===== src/rtl/turn_scheduler.sv =====
// turn_scheduler: turn sequencer for the two-player artillery game.
// Sits between the keyboard decoder and the two player instances. It hands the
// keyboard to one player at a time, times the aiming turn, waits for that
// player's bomb to detonate, lets the blast settle and then either passes the
// turn to the other player or declares the game result.
// Optional build macro: TURN_PAUSE_EN adds a pause toggle on PAUSE_KEY.
module turn_scheduler #(
    parameter int unsigned TURN_FRAMES   = 600,
    parameter int unsigned FLIGHT_FRAMES = 300,
    parameter int unsigned SETTLE_FRAMES = 30,
    parameter logic [7:0]  KEY_IDLE      = 8'h00,
    parameter logic [7:0]  START_KEY     = 8'h28
`ifdef TURN_PAUSE_EN
    ,
    parameter logic [7:0]  PAUSE_KEY     = 8'h13
`endif
) (
    input  logic       clk,
    input  logic       reset,
    input  logic       frame_tick,
    input  logic [7:0] keycode,
    input  logic [7:0] shoot0,
    input  logic [7:0] shoot1,
    input  logic       boomed0,
    input  logic       boomed1,
    input  logic [9:0] hp0,
    input  logic [9:0] hp1,
    output logic [7:0] key_p0,
    output logic [7:0] key_p1,
    output logic       active_id,
    output logic [9:0] turn_time,
    output logic [2:0] state,
    output logic       winner_valid,
    output logic       winner_id,
    output logic       draw,
    output logic       paused
);

    typedef enum logic [2:0] {
        S_IDLE   = 3'd0,
        S_AIM    = 3'd1,
        S_FLIGHT = 3'd2,
        S_SETTLE = 3'd3,
        S_OVER   = 3'd4
    } state_t;

    // Counter reload and terminal values, all in the 10-bit counter domain.
    localparam logic [9:0] TURN_INIT   = 10'(TURN_FRAMES);
    localparam logic [9:0] FLIGHT_LAST = 10'(FLIGHT_FRAMES - 1);
    localparam logic [9:0] SETTLE_LAST = 10'(SETTLE_FRAMES - 1);
    localparam logic [9:0] CNT_MAX     = 10'h3FF;

    state_t     cur_state;
    state_t     nxt_state;

    logic [9:0] flight_cnt;
    logic [9:0] settle_cnt;
    logic       shoot_held;
    logic       boom0_q;
    logic       boom1_q;

    logic       active_nxt;
    logic [9:0] turn_nxt;
    logic [9:0] flight_nxt;
    logic [9:0] settle_nxt;
    logic       held_nxt;
    logic       wv_nxt;
    logic       wid_nxt;
    logic       draw_nxt;
    logic [7:0] key0_nxt;
    logic [7:0] key1_nxt;

    logic       hold;
    logic       shoot_now;
    logic       aim_release;
    logic       aim_expire;
    logic       boom_rise;
    logic       dead0;
    logic       dead1;
    logic       key_pass;

    assign state = cur_state;

    // Shoot key of whichever player owns the turn, compared against the live keycode.
    assign shoot_now   = (keycode == (active_id ? shoot1 : shoot0));
    // Release of a held shoot key launches the bomb.
    assign aim_release = shoot_held & ~shoot_now;
    assign aim_expire  = frame_tick & (turn_time == 10'd1);
    // Only the active player's detonation ends the flight.
    assign boom_rise   = active_id ? (boomed1 & ~boom1_q) : (boomed0 & ~boom0_q);
    // Negative health shows up as bit 9 set; treat it like zero.
    assign dead0       = (hp0 == 10'd0) | hp0[9];
    assign dead1       = (hp1 == 10'd0) | hp1[9];

`ifdef TURN_PAUSE_EN
    logic pause_q;
    logic pause_now;
    logic pause_rise;
    logic pause_ok;
    logic paused_nxt;

    assign pause_now  = (keycode == PAUSE_KEY);
    assign pause_rise = pause_now & ~pause_q;
    assign pause_ok   = (cur_state == S_AIM) | (cur_state == S_FLIGHT) | (cur_state == S_SETTLE);
    assign paused_nxt = paused ^ (pause_rise & pause_ok);
    // Freeze on the toggling clock too, so neither edge of a pause lets a counter slip.
    assign hold       = paused | paused_nxt;

    // Pause key edge register and the pause flag, dropped whenever play stops.
    always_ff @(posedge clk) begin
        if (reset) begin
            pause_q <= 1'b0;
            paused  <= 1'b0;
        end else begin
            pause_q <= pause_now;
            if ((nxt_state == S_IDLE) || (nxt_state == S_OVER)) begin
                paused <= 1'b0;
            end else begin
                paused <= paused_nxt;
            end
        end
    end
`else
    assign hold   = 1'b0;
    assign paused = 1'b0;
`endif

    // Keys reach the active player only while the turn stays in live aiming, so
    // an expiry drops the key in the same clock and the player launches at once.
    assign key_pass = (cur_state == S_AIM) & (nxt_state == S_AIM) & ~hold;
    assign key0_nxt = (key_pass & ~active_id) ? keycode : KEY_IDLE;
    assign key1_nxt = (key_pass &  active_id) ? keycode : KEY_IDLE;

    // Next-state, counter and result logic for the turn sequence.
    always_comb begin
        nxt_state  = cur_state;
        active_nxt = active_id;
        turn_nxt   = turn_time;
        flight_nxt = flight_cnt;
        settle_nxt = settle_cnt;
        held_nxt   = shoot_held;
        wv_nxt     = winner_valid;
        wid_nxt    = winner_id;
        draw_nxt   = draw;
        if (!hold) begin
            held_nxt = 1'b0;
            case (cur_state)
                S_IDLE, S_OVER: begin
                    if (keycode == START_KEY) begin
                        nxt_state  = S_AIM;
                        active_nxt = 1'b0;
                        turn_nxt   = TURN_INIT;
                        wv_nxt     = 1'b0;
                        wid_nxt    = 1'b0;
                        draw_nxt   = 1'b0;
                    end
                end
                S_AIM: begin
                    held_nxt = shoot_now;
                    if (frame_tick && (turn_time != 10'd0)) begin
                        turn_nxt = turn_time - 10'd1;
                    end
                    if (aim_release || (aim_expire && shoot_held)) begin
                        nxt_state  = S_FLIGHT;
                        flight_nxt = 10'd0;
                    end else if (aim_expire) begin
                        nxt_state  = S_SETTLE;
                        settle_nxt = 10'd0;
                    end
                end
                S_FLIGHT: begin
                    if (frame_tick && (flight_cnt != CNT_MAX)) begin
                        flight_nxt = flight_cnt + 10'd1;
                    end
                    if (boom_rise || (frame_tick && (flight_cnt >= FLIGHT_LAST))) begin
                        nxt_state  = S_SETTLE;
                        settle_nxt = 10'd0;
                    end
                end
                S_SETTLE: begin
                    if (frame_tick && (settle_cnt != CNT_MAX)) begin
                        settle_nxt = settle_cnt + 10'd1;
                    end
                    if (frame_tick && (settle_cnt >= SETTLE_LAST)) begin
                        if (dead0 && dead1) begin
                            nxt_state = S_OVER;
                            draw_nxt  = 1'b1;
                        end else if (dead0 || dead1) begin
                            nxt_state = S_OVER;
                            wv_nxt    = 1'b1;
                            wid_nxt   = dead0;
                        end else begin
                            nxt_state  = S_AIM;
                            active_nxt = ~active_id;
                            turn_nxt   = TURN_INIT;
                        end
                    end
                end
                default: begin
                    nxt_state = S_IDLE;
                end
            endcase
        end
    end

    // State register, counters, edge detectors and registered outputs.
    always_ff @(posedge clk) begin
        if (reset) begin
            cur_state    <= S_IDLE;
            active_id    <= 1'b0;
            turn_time    <= 10'd0;
            flight_cnt   <= 10'd0;
            settle_cnt   <= 10'd0;
            shoot_held   <= 1'b0;
            boom0_q      <= 1'b0;
            boom1_q      <= 1'b0;
            winner_valid <= 1'b0;
            winner_id    <= 1'b0;
            draw         <= 1'b0;
            key_p0       <= KEY_IDLE;
            key_p1       <= KEY_IDLE;
        end else begin
            cur_state    <= nxt_state;
            active_id    <= active_nxt;
            turn_time    <= turn_nxt;
            flight_cnt   <= flight_nxt;
            settle_cnt   <= settle_nxt;
            shoot_held   <= held_nxt;
            boom0_q      <= boomed0;
            boom1_q      <= boomed1;
            winner_valid <= wv_nxt;
            winner_id    <= wid_nxt;
            draw         <= draw_nxt;
            key_p0       <= key0_nxt;
            key_p1       <= key1_nxt;
        end
    end

endmodule

===== config.mk =====
export PLATFORM = sky130hd
export DESIGN_NAME = turn_scheduler
export DESIGN_NICKNAME = d
export VERILOG_FILES = /design/src/rtl/turn_scheduler.sv
export SDC_FILE = /design/constraint.sdc
export NUM_CORES = 1
export LEC_CHECK = 0
export BUFFER_PORTS_ARGS = -buffer_cell sky130_fd_sc_hd__buf_4
export CAP_MARGIN = 15
export CORE_MARGIN = 2
export CORE_UTILIZATION = 52
export CTS_CLUSTER_SIZE = 14
export DETAILED_ROUTE_END_ITERATION = 6
export PLACE_DENSITY = 0.8
export SLEW_MARGIN = 20
export SYNTH_ARGS = -nofsm -noshare
export SYNTH_HDL_FRONTEND = slang
export SYNTH_SLANG_ARGS = --single-unit

===== constraint.sdc =====
create_clock -name clk -period 2.8 [get_ports clk]
set_clock_uncertainty 0.1 [all_clocks]
set_input_delay 0.42 -clock clk [delete_from_list [all_inputs] [get_ports clk]]
set_output_delay 0.42 -clock clk [all_outputs]
set_load 0.1 [all_outputs]

Word level (Yosys, flattened, before mapping)
Index checks and enable logic that the tools add are counted.
{"block": "totals", "regBits": 56}
{"block": "op_classes", "n_addsub": 3, "n_lt_le_gt_ge": 2, "n_eq_ne": 23, "mux": 40, "bitwise": 16, "n_reduce_logical": 28}
{"op": "10-bit 2-to-1 mux", "count": 11}
{"op": "10-bit case mux with 3 select lines", "count": 2}
{"op": "2-bit inequality test, second input constant", "count": 11}
{"op": "3-bit 2-to-1 mux", "count": 7}
{"op": "10-bit by 1-bit adder with 10-bit output, second input constant", "count": 2}
{"op": "10-bit zero test", "count": 2}
{"op": "10-bit inequality test, second input constant", "count": 2}
{"op": "10-bit case mux with 2 select lines", "count": 1}
{"op": "5-bit AND reduction", "count": 3}
{"op": "1-bit 2-to-1 mux", "count": 13}
{"op": "3-bit case mux with 4 select lines", "count": 1}
{"op": "10-bit by 1-bit == test with 1-bit output, second input constant", "count": 1}
{"op": "10-bit by 5-bit greater-or-equal comparator with 1-bit output, second input constant", "count": 1}
{"op": "10-bit by 9-bit greater-or-equal comparator with 1-bit output, second input constant", "count": 1}
{"op": "10-bit nonzero test", "count": 1}
{"op": "10-bit by 1-bit subtractor with 10-bit output, second input constant", "count": 1}
{"op": "8-bit by 6-bit == test with 1-bit output, second input constant", "count": 1}
{"op": "8-bit == test", "count": 1}
{"op": "8-bit 2-to-1 mux", "count": 1}
{"op": "1-bit case mux with 2 select lines", "count": 4}
{"op": "2-bit OR reduction", "count": 4}
{"op": "1-bit AND", "count": 7}
{"op": "1-bit logical AND", "count": 7}
{"op": "1-bit NOT", "count": 7}
{"op": "other kinds (12)", "count": 20}

Depth between registers and ports, before layout
Gate-level depths: netlist (run 1).
{"block": "depth", "word_depth": 12, "ltp_mapped": 10, "depth_no_buf": 8}

Least setup slack after synthesis (run 1)
No wires, ideal clock.
{"block": "synth_path", "path_kind": "reg-to-reg", "from": "reg active_id", "to": "reg key_p1[0]", "arrival_time_ns": 2.948, "required_ns": 2.640, "setup_slack_ns": -0.308, "stages_incl_launch_ff": 9, "path_buffers": 2, "period_less_slack_ns": 3.108, "cell_sequence": "dfxtp_1 buf_2 buf_2 mux2i_1 xnor2_1 nor4_1 a21boi_1 nor4b_2 and2_1"}
{"block": "synth_via", "elab_chain_len": 12, "word_cells_on_any_way": 15, "cone_classes": "eq/ne: 2; mux: 5; bitwise: 5; reduce/logical: 3"}
{"item": "start, declared", "line": "30", "text": "output logic active_id,"}
{"item": "start signal, assigned", "line": "224", "text": "active_id <= active_nxt;"}
{"item": "8-bit 2-to-1 mux", "line": "85", "text": "assign shoot_now = (keycode == (active_id ? shoot1 : shoot0));"}
{"item": "8-bit == test", "line": "85"}
{"item": "1-bit NOT", "line": "87", "text": "assign aim_release = shoot_held & ~shoot_now;"}
{"item": "1-bit AND", "line": "87"}
{"item": "1-bit logical OR", "line": "163", "text": "if (aim_release || (aim_expire && shoot_held)) begin"}
{"item": "3-bit 2-to-1 mux", "line": "163"}
{"item": "3-bit case mux with 4 select lines", "line": "147", "text": "case (cur_state)"}
{"item": "3-bit by 1-bit == test with 1-bit output", "line": "130", "text": "assign key_pass = (cur_state == S_AIM) & (nxt_state == S_AIM) & ~hold;"}
{"item": "1-bit AND", "line": "130"}
{"item": "1-bit AND *", "line": "132", "text": "assign key1_nxt = (key_pass & active_id) ? keycode : KEY_IDLE;"}
{"item": "1-bit NOT (no source line) *"}
{"item": "2-bit OR reduction (no source line) *"}
{"item": "end signal, assigned", "line": "235", "text": "key_p1 <= key1_nxt;"}
{"item": "end, declared", "line": "29", "text": "output logic [7:0] key_p1,"}
Mark *: on every way between the ends. The rest lies on a longest branch, timed or not.
A chain may end at the register's enable or synchronous reset.

Worst setup path after layout (run 1)
{"block": "layout_path", "from": "reg turn_time[4]", "to": "reg flight_cnt[5]"}
{"block": "layout_via", "elab_chain_len": 6}
{"item": "start, declared", "line": "31", "text": "output logic [9:0] turn_time,"}
{"item": "start signal, assigned", "line": "225", "text": "turn_time <= turn_nxt;"}
{"item": "10-bit by 1-bit == test with 1-bit output", "line": "88", "text": "assign aim_expire = frame_tick & (turn_time == 10'd1);"}
{"item": "1-bit AND", "line": "88"}
{"item": "1-bit logical AND", "line": "163"}
{"item": "1-bit logical OR", "line": "163"}
{"item": "2-bit by 1-bit inequality test with 1-bit output (no source line)"}
{"item": "3-bit AND reduction (no source line)"}
{"item": "end signal, assigned", "line": "226", "text": "flight_cnt <= flight_nxt;"}
{"item": "end, declared", "line": "56", "text": "logic [9:0] flight_cnt;"}
No other way between the ends.

==> results of run 1 <==
## how the worst min path moves through the flow
| stage | from | end |
|---|---|---|
| 2_1_floorplan | settle_cnt[3] | settle_cnt[3] |
| 3_3_place_gp | winner_id | winner_id |
| 3_5_place_dp | winner_id | winner_id |
| 4_1_cts | boomed1 | boom1_q |
| 5_1_grt | boomed0 | boom0_q |
| 6_report | boomed0 | boom0_q |
## routing by layer
layer  GRT usage (%)  up-vias  share of wire, %
met4           7.544        0               1.3
met5               0        -                 0
met2           39.83       85                49
met1           27.88     1283                44
met3           4.886        9               6.0
li1                -     1393                 -
## registers in the layout, summed over array words and instances, names as in the netlist
signal	flops
key_p0	8
shoot_held	1
active_id	1
boom0_q	1
state	3
draw	1
key_p1	8
winner_id	1
turn_time	10
winner_valid	1
settle_cnt	10
boom1_q	1
flight_cnt	10
## per-stage QoR
step	power (W)	utilization (%)	worst slack (ns)
CTS	0.001407	67.45	0.2217
global route	0.001450	67.45	0.04878
floorplan	0.0008862	-	0.02808
detailed placement	0.0009556	65.75	0.2381
finish	0.001392	67.45	0.2238
global placement	0.0009532	65.75	0.2904
## where the power goes
part           internal [W]  leakage (nW)  switching, W
combinational     0.0000697         0.970     0.0000656
sequential         0.000799         0.453    0.00000203
clock              0.000198        0.0510      0.000258
## layout make-up
class	count	area, um2
timing repair buffer	87	653.1
tap	72	90.09
multi-input combinational	261	1680
clock inverter	2	10.01
sequential	56	1126
clock buffer	6	82.58
inverter	7	26.28
fill	454	1770
## worst register-to-register path: stages (launching register included)
cell and delay, ns:
sky130_fd_sc_hd__dfxtp_2 0.36, sky130_fd_sc_hd__or4_4 0.56, sky130_fd_sc_hd__nor4b_4 0.31, sky130_fd_sc_hd__nand3_2 0.14, sky130_fd_sc_hd__and4_1 0.35, sky130_fd_sc_hd__or4_1 0.55, sky130_fd_sc_hd__a21oi_1 0.15
## synth_stat cells (7+ instances only)
library cell | n | area share (%)
sky130_fd_sc_hd__nand3_1 | 11 | 1.9
sky130_fd_sc_hd__or3_1 | 9 | 1.9
sky130_fd_sc_hd__mux2i_1 | 8 | 2.8
sky130_fd_sc_hd__and3_1 | 11 | 2.4
sky130_fd_sc_hd__clkbuf_1 | 10 | 1.3
sky130_fd_sc_hd__nor2_1 | 23 | 3.0
sky130_fd_sc_hd__nor2b_1 | 7 | 1.5
sky130_fd_sc_hd__o21ai_0 | 14 | 2.4
sky130_fd_sc_hd__a21oi_1 | 29 | 5.0
sky130_fd_sc_hd__dfxtp_1 | 56 | 39
sky130_fd_sc_hd__nand2_1 | 23 | 3.0
sky130_fd_sc_hd__nor3_1 | 15 | 2.6
sky130_fd_sc_hd__inv_1 | 7 | 0.91
sky130_fd_sc_hd__ha_1 | 7 | 3.0
sky130_fd_sc_hd__xnor2_1 | 15 | 4.5
sky130_fd_sc_hd__and2_1 | 19 | 4.1
## logic make-up (layout without fill, tap and decap cells)
family / after synthesis / in the layout / synth area share (%)
XOR/XNOR: 16 / 16 / 4.828
other: 1 / 1 / 0.1292
AO/OA/AOI/OAI: 76 / 76 / 16.51
buffers and inverters: 23 / 102 / 3.491
AND/OR/NAND/NOR: 153 / 153 / 30.65
flip-flops: 56 / 56 / 38.62
multiplexers: 8 / 8 / 2.759
adder cells (fa/ha/maj): 7 / 7 / 3.017
==> results.md, run 1 <==
- Crit path max fanout: 17
- Level count of the clock H-tree: 2
- Number of inserted diodes: 0
- Die outline height: 78.72 um
- Reg-to-Reg End: flight_cnt[5]
- EDFF count, synth: 0
- Maximum ir drop on the vdd rail: 0.2395 mV
- Pin count of the biggest net entering global routing: 27
- Total of hold buffers inserted after clock tree synthesis: 0
- First-pass GRT wire length: 11500 um
- Leakage power: 1.474 nW
- Worst Path Class, Setup: reg2reg
- Number of library cell types mapped by synthesis: 52
- Post-Synthesis Mean Instance Area: 8.538 um2
- Global placer's final weighted congestion: 0.7975
- Number of synthesized register bits: 56
- Via count of the first global-routing pass: 2576
- Commonest register cell after synthesis: sky130_fd_sc_hd__dfxtp_1
- Max stage delay cell, worst path: sky130_fd_sc_hd__or4_4
- Run status: completed
- Hold slack final: 0.2319 ns
- Clock Latency Late Sink: 0.31 ns
- Count of unresolved DRC violations after routing: 0
- Number of cell rows: 27
- Cell count of the worst reg-to-reg path: 6
- Clock transition at the register clock pins on the worst setup and hold paths after CTS: 0.09 ns
- # nets final: 474
- Kind of end point of the critical path: flip-flop
- HP Class: in2reg
- Maximum clock path buffer count: 2
- Transition time of the tightest slew-check pin: 0.6040 ns
- Slew Limit Fails: 0
- Clock tree from TritonCTS: built
- Average wire per standard cell: 13.58 um
- Tcrit/Tclk final: 92.01%
- Post-CTS setup buffers: 0
- Final hold viol count: 0
- CTS buffer count: 5
- DR pass1 iterations: 4
- Wirelength, routed: 6666 um
- Peak per-stage delay on the critical path: 0.56 ns
- Placed wire-length estimate after detailed placement: 4990 um
- Library cell used as clock root buffer: sky130_fd_sc_hd__clkbuf_8
- Final min period: 2.576 ns
- All-Layer GR Usage: 22.80%
- Commonest non-fill, non-tap cells in the layout: 87 x sky130_fd_sc_hd__buf_4, 52 x sky130_fd_sc_hd__dfxtp_1, 29 x sky130_fd_sc_hd__a21oi_1
- Headroom to the max-slew limit: 59.17%
- Post-synthesis sequential area ratio: 38.62%
- Number of cells in the design after placement: 483
- Die extent in x: 78.72 um
- Post-Synthesis Net Count: 396
- Largest delay share family, worst path: simple AND/OR/NAND/NOR gates
- Post-synth design cell area: 0.002903 mm2
- Worst Setup EP: flight_cnt[5]
- Max-capacitance violation count: 0
- Setup total negative slack: 0 ns
- Warnings from Yosys: 0
- Die Outline Area: 0.006196 mm2
- Via Count: 2770
- Area of the core region: 0.005439 mm2
- Setup repair after global routing missed its margin: no
- Cell-by-cell listing of the critical path: or4_4, nor4b_4, nand3_2, and4_1, or4_1, a21oi_1
- Number of standard cells in the final layout excluding fillers: 491
- Worst hold path depth: 2
- Initial antenna violation count: 0
- Fraction of layout cells with a size suffix above 1: 26.01%
- Source of the worst register-to-register timing path: turn_time[4]
- Number of sinks on the clock net: 56
- Post-Syn Instances: 340
- First element of the critical path: turn_time[4]
- Instance area at placement: 0.003576 mm2
- Number of input and output port buffers inserted: 81
- Ports placed on the boundary: 83
- Post-route ant nets: 0
- Via density per instance: 5.642
- Number of DRC violations after detailed-routing iteration 0: 180
- Relative area change from synthesis to final layout: 26.38%
- CP startpoint kind: flip-flop
- Starting Density: 53.37%
- Register-to-register setup slack: 0.22 ns
- Setup-violating endpoint count in the final report: 0
- Share of flip-flops with an asynchronous set or reset after synthesis: 0%
- Max frequency: 0.3882 GHz
- Final design instance area without fill: 0.003669 mm2
- Buffers & Inverters on Critical Path: 0
- Pwr/cell area: 379.4 mW/mm2
- Aggregate global routing overflow: 0
- Number of gates given a new drive strength after cts: 0
- Critical Path AT: 2.72 ns
- Most common cell after layout, fill and taps aside: sky130_fd_sc_hd__buf_4
- CP Depth: 6
- Worst Path Required: 2.95 ns
Note: power is estimated with default switching activity, not from simulation.
==> inputs of run 2 (changes only) <==
- CORE_UTILIZATION: 52 -> 35
- PLACE_DENSITY: 0.8 -> unset
==> results.md, run 2 (same netlist as run 1, synthesis figures left out) <==
- Instance area at placement: 0.003632 mm2
- Via count of the first global-routing pass: 2582
- GR Util met1: 19.84%
- Crit path max fanout: 17
- Starting Density: 35.69%
- Die extent in x: 95.07 um
- Worst Path Required: 2.95 ns
- Slew Limit Fails: 0
- Clock Latency Late Sink: 0.31 ns
- Hold path startpoint: boomed0
- Number of input and output port buffers inserted: 81
- Pre-CTS setup slack: 0.2333 ns
- DR pass1 iterations: 4
- Number of sinks on the clock net: 56
- Final design instance area without fill: 0.003725 mm2
- Maximum clock path buffer count: 2
- Via Count: 2785
- Reg-to-Reg End: flight_cnt[5]
- Worst Path Class, Setup: reg2reg
- All-Layer GR Usage: 16.18%
- First element of the critical path: turn_time[4]
- Relative area change from synthesis to final layout: 28.32%
- Post-route ant nets: 0
- Met2 Track Usage GR: 28.29%
- Clock tree from TritonCTS: built
- Initial antenna violation count: 0
- Library cell used as clock root buffer: sky130_fd_sc_hd__clkbuf_8
- Critical Path AT: 2.68 ns
- End point of the worst hold path: boom0_q
- Kind of end point of the critical path: flip-flop
- Register-to-register setup slack: 0.27 ns
- Pin count of the biggest net entering global routing: 27
- Via density per instance: 5.295
- Ports placed on the boundary: 83
- Cell count of the worst reg-to-reg path: 6
- Final hold viol count: 0
- CTS buffer count: 5
- Most common cell after layout, fill and taps aside: sky130_fd_sc_hd__buf_4
- First-pass GRT wire length: 11830 um
- Leakage power: 1.483 nW
- Number of inserted diodes: 0
- Post-route setup slack: 0.2694 ns
- Average wire per standard cell: 13.59 um
- Run status: completed
- Commonest non-fill, non-tap cells in the layout: 89 x sky130_fd_sc_hd__buf_4, 52 x sky130_fd_sc_hd__dfxtp_1, 29 x sky130_fd_sc_hd__a21oi_1
- Count of unresolved DRC violations after routing: 0
- Transition time of the tightest slew-check pin: 0.5487 ns
- Tcrit/Tclk final: 90.38%
- Setup total negative slack: 0 ns
- Headroom to the max-slew limit: 63.25%
- Global placer's final weighted congestion: 0.7902
- Maximum ir drop on the vdd rail: 0.1776 mV
- Clock transition at the register clock pins on the worst setup and hold paths after CTS: 0.11 ns
- GR Layer Usage met3: 3.794%
- Number of DRC violations after detailed-routing iteration 0: 54
- Multi-input gate area in the final layout: 0.001682 mm2
- HP Class: in2reg
- CP startpoint kind: flip-flop
- Placed wire-length estimate after detailed placement: 5250 um
- Source of the worst register-to-register timing path: turn_time[4]
- Final min period: 2.531 ns
- Worst hold path depth: 2
- Pwr/cell area: 376.1 mW/mm2
- Setup repair after global routing missed its margin: no
- Max-capacitance violation count: 0
- Hold slack final: 0.2312 ns
- Fraction of layout cells with a size suffix above 1: 26.60%
- Post-CTS setup buffers: 0
- Die outline height: 95.07 um
- Footprint of the flip-flops and latches: 0.001126 mm2
- Level count of the clock H-tree: 2
- Max frequency: 0.3952 GHz
- Registers with the most flip-flops: flight_cnt (10), settle_cnt (10), turn_time (10)
- Filler Cell Count: 805
- Area of the core region: 0.008134 mm2
- Busiest grt layer: met2
- Aggregate global routing overflow: 0
- Number of cell rows: 33
- Die Outline Area: 0.009038 mm2
- # nets final: 476
- Setup-violating endpoint count in the final report: 0
- Wirelength, routed: 7149 um
[run 2: changes by cell type in the layout (fill, tap and decap cells not counted), sizes merged]
cell	previous run	this run
buf	87	89
clkbuf	6	5
inv	7	8
[run 2: metal layers]
metal / wire, um / vias up
met5: 0 / -
met4: 83 / 0
met3: 426 / 8
met2: 3368 / 91
met1: 3270 / 1295
li1: - / 1391
[run 2: metrics by stage]
stage / total power (W) / cells / util [%]
floorplan: 0.0008862 / 340 / -
global placement: 0.0009563 / 518 / 44.65
detailed placement: 0.0009578 / 518 / 44.65
CTS: 0.001424 / 526 / 45.78
global route: 0.001472 / 526 / 45.79
finish: 0.001401 / 526 / 45.79
[run 2: area by class of cell]
class | count | share of cell area, %
Sequential cell | 56 | 30.23
Multi-Input combinational cell | 261 | 45.15
Clock inverter | 3 | 0.6046
Inverter | 7 | 0.7054
Timing Repair Buffer | 89 | 17.94
Clock buffer | 5 | 1.847
Tap cell | 105 | 3.527
[run 2: repair_timing]
item | CTS | global route
gates resized for setup | 0 | 1
hold buffers | 0 | 0
endpoints found under the hold margin | 0 | 0
endpoints found under the setup margin | 0 | 3
[run 2: power breakdown]
group | switching, W | internal [W] | leakage [nW]
Clock | 0.000282 | 0.000180 | 0.0485
Sequential | 0.00000215 | 0.000799 | 0.453
Combinational | 0.0000672 | 0.0000706 | 0.981
Total | 0.000351 | 0.00105 | 1.48
[run 2: how the worst max path moves through the flow]
stage,endpoint,cells after the start
after floorplan,key_p1[0],8
after global placement,flight_cnt[5],6
after detailed placement,flight_cnt[5],6
after CTS,flight_cnt[7],6
after global routing,flight_cnt[7],6
final,flight_cnt[5],6
[run 2: critical path, cell delays in order, from the launching register on]
cell and delay [ns]:
sky130_fd_sc_hd__dfxtp_2 0.36, sky130_fd_sc_hd__or4_4 0.56, sky130_fd_sc_hd__nor4b_4 0.32, sky130_fd_sc_hd__nand3_2 0.13
sky130_fd_sc_hd__and4_2 0.34, sky130_fd_sc_hd__or4_1 0.52, sky130_fd_sc_hd__a21oi_1 0.14
==> inputs of run 3 (changes only) <==
- BUFFER_PORTS_ARGS: -buffer_cell sky130_fd_sc_hd__buf_4 -> unset
- DONT_BUFFER_PORTS: unset -> 1
==> results.md, run 3 (same netlist as run 1, synthesis figures left out) <==
- Initial antenna violation count: 0
- DR pass1 iterations: 4
- # nets final: 405
- Die Outline Area: 0.009038 mm2
- Placed wire-length estimate after detailed placement: 5027 um
- Via Count: 2517
- Setup-violating endpoint count in the final report: 0
- Post-route ant nets: 0
- Kind of end point of the critical path: flip-flop
- Footprint of the flip-flops and latches: 0.001126 mm2
- Number of cell rows: 33
- Transition time of the tightest slew-check pin: 0.9984 ns
- Number of input and output port buffers inserted: 0
- Via density per instance: 5.532
- Die outline height: 95.07 um
- Power share of the sequential group: 60.2%
- Share of power burned in the clock network: 34.5%
- Total of hold buffers inserted after clock tree synthesis: 0
- Commonest non-fill, non-tap cells in the layout: 52 x sky130_fd_sc_hd__dfxtp_1, 29 x sky130_fd_sc_hd__a21oi_1, 23 x sky130_fd_sc_hd__nor2_1, 23 x sky130_fd_sc_hd__nand2_1, 19 x sky130_fd_sc_hd__and2_1
- Combinational share of power: 5.3%
- Setup repair after global routing missed its margin: no
- Number of gates given a new drive strength after cts: 0
- All-Layer GR Usage: 15.60%
- Clock tree from TritonCTS: built
- Die extent in x: 95.07 um
- Via count of the first global-routing pass: 2373
- Pwr/cell area: 417.5 mW/mm2
- Level count of the clock H-tree: 2
- Pin count of the biggest net entering global routing: 27
- Total Power Consumption: 0.001331 W
- Critical Path AT: 2.76 ns
- Post-CTS setup buffers: 0
- Number of inserted diodes: 0
- P_int: 0.001006 W
- Ports placed on the boundary: 83
- Headroom to the max-slew limit: 33.35%
- Number of DRC violations after detailed-routing iteration 0: 134
- Filler Cell Count: 826
- Area of the core region: 0.008134 mm2
- Relative area change from synthesis to final layout: 9.828%
- Starting Density: 35.69%
- Worst Path Required: 2.96 ns
- Global placer's final weighted congestion: 0.8190
- Multi-input gate area in the final layout: 0.001680 mm2
- Clock transition at the register clock pins on the worst setup and hold paths after CTS: 0.11 ns
- Most common cell after layout, fill and taps aside: sky130_fd_sc_hd__dfxtp_1
- Switching Fraction: 24.43%
- Tcrit/Tclk final: 92.88%
- Final hold viol count: 0
- Wirelength, routed: 6774 um
- Setup total negative slack: 0 ns
- Pre-CTS setup slack: 0.2397 ns
- Max frequency: 0.3845 GHz
- Crit path max fanout: 17
- Count of unresolved DRC violations after routing: 0
- Slew Limit Fails: 0
- Max-capacitance violation count: 0
- CTS buffer count: 5
- CP startpoint kind: flip-flop
- Maximum ir drop on the vdd rail: 0.2097 mV
- P_sw: 0.0003251 W
- Post-Route Utilization: 39.19%
- Maximum clock path buffer count: 2
- Clock Latency Late Sink: 0.32 ns
- Library cell used as clock root buffer: sky130_fd_sc_hd__clkbuf_8
- Fraction of layout cells with a size suffix above 1: 11.14%
- Run status: completed
- Final min period: 2.601 ns
- Number of sinks on the clock net: 56
- Aggregate global routing overflow: 0
- First-pass GRT wire length: 11360 um
- Average wire per standard cell: 14.89 um
- Worst Path Class, Setup: reg2reg
- Post-route setup slack: 0.1995 ns
- Registers with the most flip-flops: flight_cnt (10), settle_cnt (10), turn_time (10)
- Leakage power: 1.118 nW
- HP Class: in2reg
-- run 3: cell count changes in the layout (fill, tap and decap cells not counted), sizes merged --
cell,previous run,this run
buf,89,18
clkbuf,5,6
clkinv,2,1
clkinvlp,0,1
inv,8,7
-- run 3: power groups by stage --
stage               registers [W]  logic [W]  clock network, W
CTS                      0.000801  0.0000713          0.000468
detailed placement       0.000820  0.0000708                 0
global route             0.000802  0.0000769          0.000499
global placement         0.000820  0.0000692                 0
finish                   0.000801  0.0000710          0.000459
floorplan                0.000829  0.0000574                 0
-- run 3: per-stage QoR --
step                      cell area [um2]  hold slack (ns)  std cells
after CTS                            3188          0.05170        455
after global routing                 3188          0.03763        455
after global placement               3099           0.3737        447
after detailed placement             3099           0.3880        447
after floorplan                      2908           0.3632        340
final                                3188          0.05661        455
-- run 3: path summary, 6_finish.rpt --
kind | slack (ns) | to | start | cells past startpoint
min reg2reg | 0.40 | settle_cnt[1] | settle_cnt[1] | 2
min | 0.06 | boom0_q | reset | 1
max reg2reg | 0.20 | flight_cnt[5] | turn_time[4] | 6
max | 0.20 | flight_cnt[5] | turn_time[4] | 6
-- run 3: worst max-delay path, cell delays in order (launching register included) --
cell and delay (ns):
sky130_fd_sc_hd__dfxtp_2 0.33, sky130_fd_sc_hd__or4_4 0.56, sky130_fd_sc_hd__nor4b_4 0.34, sky130_fd_sc_hd__nand3_2 0.14, sky130_fd_sc_hd__and4_1 0.37, sky130_fd_sc_hd__or4_1 0.56
sky130_fd_sc_hd__a21oi_1 0.14
-- run 3: routing by layer --
metal	wire length, um	GRT usage, %	up-vias
met1	3156	20.42	1178
li1	-	-	1256
met4	81	4.348	0
met3	408	3.241	6
met5	0	0	-
met2	3127	26.00	77
-- run 3: area by class of cell --
type                            instances  area share, %
Clock buffer                            6          2.276
Timing Repair Buffer                   18          4.239
Clock inverter                          2         0.5102
Inverter                                7         0.8242
Multi-Input combinational cell        261          52.71
Sequential cell                        56          35.32
Tap cell                              105          4.121
